--- config.mk ---
export PLATFORM = sky130hd
export DESIGN_NAME = im_loader
export DESIGN_NICKNAME = d
export VERILOG_FILES = /design/src/rtl/im_loader.sv
export SDC_FILE = /design/constraint.sdc
export NUM_CORES = 1
export LEC_CHECK = 0
export CORE_MARGIN = 1.5
export CORE_UTILIZATION = 55
export CTS_CLUSTER_SIZE = 20
export DETAILED_ROUTE_END_ITERATION = 12
export GPL_ROUTABILITY_DRIVEN = 0
export PLACE_DENSITY = 0.85
export SYNTH_ARGS = -nofsm -noshare
export SYNTH_HDL_FRONTEND = slang
export SYNTH_SLANG_ARGS = --single-unit
--- constraint.sdc ---
create_clock -name clk -period 2.6 [get_ports clk]
set_clock_uncertainty 0.15 [all_clocks]
set_input_delay 0.78 -clock clk [delete_from_list [all_inputs] [get_ports clk]]
set_output_delay 0.78 -clock clk [all_outputs]
set_load 0.02 [all_outputs]
--- src/rtl/im_loader.sv ---
// Program loader for the instruction memory.
// Takes a length-prefixed byte stream over valid/ready and packs it into 32-bit words.
// Writes each word to the IM write port and checks a trailing XOR checksum.
// Holds the CPU in reset until a load finishes with a good checksum.
module im_loader #(
  parameter int unsigned ADDR_W = 10,
  parameter int unsigned DEPTH  = 1024
) (
  input  logic              clk,
  input  logic              rst,
  input  logic              start,
  input  logic              in_valid,
  input  logic [7:0]        in_data,
  output logic              in_ready,
  output logic              IM_enable,
  output logic              IM_write,
  output logic [ADDR_W-1:0] IM_address,
  output logic [31:0]       IM_in,
  output logic              cpu_rst,
  output logic              done,
  output logic              error
);

  // One extra bit so a full-depth load reaches N without wrapping.
  localparam int unsigned IdxW = ADDR_W + 1;

  localparam logic [2:0] StIdle  = 3'd0;
  localparam logic [2:0] StLenHi = 3'd1;
  localparam logic [2:0] StLenLo = 3'd2;
  localparam logic [2:0] StData  = 3'd3;
  localparam logic [2:0] StWrite = 3'd4;
  localparam logic [2:0] StCsum  = 3'd5;
  localparam logic [2:0] StDone  = 3'd6;
  localparam logic [2:0] StErr   = 3'd7;

  logic [2:0]        state_q, state_d;
  logic [7:0]        len_hi_q, len_hi_d;
  logic [15:0]       len_q, len_d;
  logic [IdxW-1:0]   idx_q, idx_d;
  logic [1:0]        byte_cnt_q, byte_cnt_d;
  logic [7:0]        csum_q, csum_d;
  // Only the first three bytes of a word need holding; the fourth arrives with the write.
  logic [23:0]       word_q, word_d;
  logic [ADDR_W-1:0] addr_q, addr_d;
  logic [31:0]       wdata_q, wdata_d;

  logic              accept;
  logic [15:0]       len_w;
  logic [IdxW-1:0]   idx_inc;

  assign accept  = in_valid & in_ready;
  assign len_w   = {len_hi_q, in_data};
  assign idx_inc = idx_q + {{(IdxW-1){1'b0}}, 1'b1};

  // Output decode from the registered state; write address/data hold after the strobe.
  always_comb begin
    in_ready   = (state_q == StLenHi) || (state_q == StLenLo) ||
                 (state_q == StData)  || (state_q == StCsum);
    IM_write   = (state_q == StWrite);
    IM_enable  = (state_q == StWrite);
    IM_address = addr_q;
    IM_in      = wdata_q;
    cpu_rst    = (state_q != StDone);
    done       = (state_q == StDone);
    error      = (state_q == StErr);
  end

  // Next-state logic: stream parsing, word assembly and checksum accumulation.
  always_comb begin
    state_d    = state_q;
    len_hi_d   = len_hi_q;
    len_d      = len_q;
    idx_d      = idx_q;
    byte_cnt_d = byte_cnt_q;
    csum_d     = csum_q;
    word_d     = word_q;
    addr_d     = addr_q;
    wdata_d    = wdata_q;
    unique case (state_q)
      StIdle, StDone, StErr: begin
        if (start) state_d = StLenHi;
      end
      StLenHi: begin
        if (accept) begin
          len_hi_d = in_data;
          state_d  = StLenLo;
        end
      end
      StLenLo: begin
        if (accept) begin
          len_d = len_w;
          if (len_w == 16'd0 || 32'(len_w) > DEPTH) begin
            state_d = StErr;
          end else begin
            idx_d      = '0;
            csum_d     = '0;
            byte_cnt_d = '0;
            state_d    = StData;
          end
        end
      end
      StData: begin
        if (accept) begin
          word_d     = {word_q[15:0], in_data};
          csum_d     = csum_q ^ in_data;
          byte_cnt_d = byte_cnt_q + 2'd1;
          if (byte_cnt_q == 2'd3) begin
            addr_d  = idx_q[ADDR_W-1:0];
            wdata_d = {word_q, in_data};
            state_d = StWrite;
          end
        end
      end
      StWrite: begin
        idx_d   = idx_inc;
        state_d = (32'(idx_inc) == 32'(len_q)) ? StCsum : StData;
      end
      StCsum: begin
        if (accept) state_d = (in_data == csum_q) ? StDone : StErr;
      end
      default: state_d = StIdle;
    endcase
  end

  // State registers with synchronous active-low reset.
  always_ff @(posedge clk) begin
    if (!rst) begin
      state_q    <= StIdle;
      len_hi_q   <= '0;
      len_q      <= '0;
      idx_q      <= '0;
      byte_cnt_q <= '0;
      csum_q     <= '0;
      word_q     <= '0;
      addr_q     <= '0;
      wdata_q    <= '0;
    end else begin
      state_q    <= state_d;
      len_hi_q   <= len_hi_d;
      len_q      <= len_d;
      idx_q      <= idx_d;
      byte_cnt_q <= byte_cnt_d;
      csum_q     <= csum_d;
      word_q     <= word_d;
      addr_q     <= addr_d;
      wdata_q    <= wdata_d;
    end
  end

endmodule
==> flow_summary.json <==
{
  "synth.distinct_cells": 52,
  "internal-power_uw": 3820,
  "ys.flop_type": "dfxtp_1",
  "critical-path-max-stage-delay_ps": 370,
  "status": "finished clean",
  "postCtsSetupBuffers": 0,
  "clk_pin_slew_ps": 60,
  "finalCriticalPeriod_ps": 2570,
  "utilization": 0.731,
  "pin_count": 60,
  "num_rows": 34,
  "netlist_top_cells_count": "195 x nand2_1, 115 x a21oi_1, 114 x dfxtp_1",
  "synth_fp_nets": 648,
  "synth.most_common_cell": "nand2_1",
  "fin_crit_sh": 0.988,
  "cap_violations": 0,
  "synth-edff-count": 0,
  "yosys_warnings": 0,
  "areaGrowthSynthToFinish_pct": 29.7,
  "async_flop_share": 0,
  "cp_slowest_cell": "dfxtp_2",
  "drt_iter0_markers": 385,
  "p_leak_uw": 0.00227,
  "nNetsFinal": 711,
  "crit_required_ps": 1670,
  "ant_nets": 0,
  "p_switching_uw": 1380,
  "cts_resized": 7,
  "synth_cells": 634,
  "wl_per_cell_um": 16.0,
  "drive_gt1_frac": 0.117,
  "cts.root.buffer_cell": "clkbuf_8",
  "num_vias": 4752,
  "grt.total_usage": 0.286,
  "synthMuxAreaShare": 0.00307,
  "cts_max_level": 4,
  "syn_area_um2": 4890,
  "grt_max_degree": 72,
  "cp_max_fo": 10,
  "vdd_ir_drop_max_mv": 0.678,
  "synth_compound_area_frac": 0.166,
  "initial_core_util": 0.564,
  "drc_errors": 0,
  "powerDensity_nw_per_um2": 818,
  "die_y_um": 97.3,
  "setup_viol": 0,
  "dpl_cell_area_um2": 5690,
  "seq_area_frac_synth": 0.466,
  "avgSynthCellArea_um2": 7.72,
  "grt_pass1_vias": 4449,
  "finalSetupTns_ps": 0,
  "swShare": 0.265,
  "fin_ws_ps": 30.2,
  "diodes": 0,
  "ys_ff_latch": 114,
  "synth-simple-area-share": 0.261,
  "cts_buffer_depth": 2,
  "holdCritPathClass": "reg2reg",
  "place_worst_setup_slack_ps": -368,
  "relSlewSlack": 0.731,
  "path_buf_inv": 2,
  "clkPwrFrac": 0.496,
  "synth_area_leaders": "dfxtp_1 47%, nand2_1 15%, a21oi_1 12%",
  "synth_top_family_by_area": "simple AND/OR/NAND/NOR gates",
  "dp_hpwl_mm": 8.23,
  "io_buffers": 59,
  "cts_buffers": 17,
  "crit_path_end_kind": "output pin",
  "slew_violations": 0,
  "rsz0062_at_grt": "yes",
  "yosys.area.top_type": "dfxtp_1",
  "dieArea_um2": 9470,
  "cts_tree": "built",
  "power_frac_seq": 0.361,
  "antenna_found_initial": 0,
  "drt-total-wl_mm": 13.1,
  "combPwrFrac": 0.143,
  "worstPathArrival_ps": 1640,
  "worstPathCellList": "nor2b_1 -> nand2_1 -> inv_1 -> clkdlybuf4s15_1",
  "max_slew.worst_pin.slew_ps": 394,
  "grt_pass1_wl_mm": 21.8,
  "dieWidth_um": 97.3,
  "synth_xor_area_frac": 0.0412,
  "design_area_um2": 6350,
  "synth.top_cell.area_share": 0.466,
  "dr.pass1.iters": 5,
  "critPathKind": "reg2out",
  "fmax_mhz": 389,
  "grt_overflow": 0,
  "clkLatencyLatePin_ps": 520,
  "vias_per_cell": 5.81,
  "core-area_um2": 8680,
  "clock_sinks": 114,
  "startpoint_type": "flip-flop",
  "hold_viol": 0,
  "holdBufCountCts": 0,
  "synthAdderAreaFrac": 0.00512,
  "crit_family": "buffers and inverters"
}
-- final cells by class --
type / count / area [um2]
clock inverters: 13 / 220
well taps: 108 / 135
inverters: 12 / 45.0
fillers: 617 / 2330
multi-input cells: 459 / 2330
flip-flops and latches: 114 / 2280
clock buffers: 19 / 442
repair buffers: 93 / 887
-- power by group through the flow --
| stage | registers, uW | clock network (uW) | logic [uW] |
|---|---|---|---|
| finish | 1880 | 2580 | 743 |
| floorplan | 1870 | 0 | 493 |
| detailed placement | 1910 | 0 | 730 |
| CTS | 1870 | 2590 | 733 |
| global placement | 1900 | 0 | 709 |
| global route | 1880 | 2680 | 812 |
-- cells by family after synthesis --
group                      count (synthesis)
adders and majority gates                  2
DFF                                      114
buffers and inverters                     61
and+or+nand+nor                          284
xor gates and xnor gates                  23
AOI/OAI and AO/OA                        149
muxes                                      1
-- metrics by stage --
step	std cells	power, uW	hold slack (ps)
after detailed placement	786	2640	296
after floorplan	634	2370	282
after global placement	786	2610	292
after global routing	818	5370	315
final	818	5200	302
after CTS	818	5200	305
-- flip-flops by register name, summed over array words and instances (netlist names) --
register    flops
IM_address     10
IM_in          32
byte_cnt_q      2
csum_q          8
idx_q          11
len_hi_q        8
len_q          16
state_q         3
word_q         24
-- worst paths after layout --
| kind | from | endpoint | slack, ps | cells after the start |
|---|---|---|---|---|
| worst max-delay path | state_q[1] | IM_write | 30 | 4 |
| worst min-delay path | IM_in[30] | IM_in[30] | 300 | 2 |
| worst min register to register | IM_in[30] | IM_in[30] | 300 | 2 |
| worst max register to register | idx_q[1] | state_q[1] | 300 | 7 |
-- cells in the final DEF, fill, tap and decap left out, types with 3 or more instances in the layout --
cell type / n
clkdlybuf4s50_1: 53
nor4_2: 3
nand2_1: 195
nor4_1: 3
o21ai_0: 12
dfxtp_1: 113
a21oi_1: 115
nand3b_1: 5
dlygate4sd2_1: 3
nand4_1: 5
a31oi_1: 4
buf_4: 30
clkinv_4: 4
nand3_1: 8
buf_12: 4
nor3_1: 14
inv_1: 10
or3_1: 4
and3_1: 5
clkbuf_8: 3
xnor2_1: 16
xor2_1: 7
clkbuf_16: 16
inv_6: 4
and2_1: 3
nor2_1: 26
bufinv_16: 5
-- layer usage --
metal | global-route usage | vias up | part of all wire
li1 | - | 2262 | -
met1 | 0.365 | 2233 | 0.41
met2 | 0.465 | 226 | 0.49
met3 | 0.0683 | 31 | 0.077
met4 | 0.122 | 0 | 0.025
met5 | 0 | - | 0
-- worst register-to-register path, delay by kind of cell, from the launching register on --
family,cells,cell delay (ps)
simple gates,4,900
flops,1,370
mux,1,340
compound gates,1,220
fa+ha+maj,1,200
No activity file was read; power rests on OpenSTA's default activity.
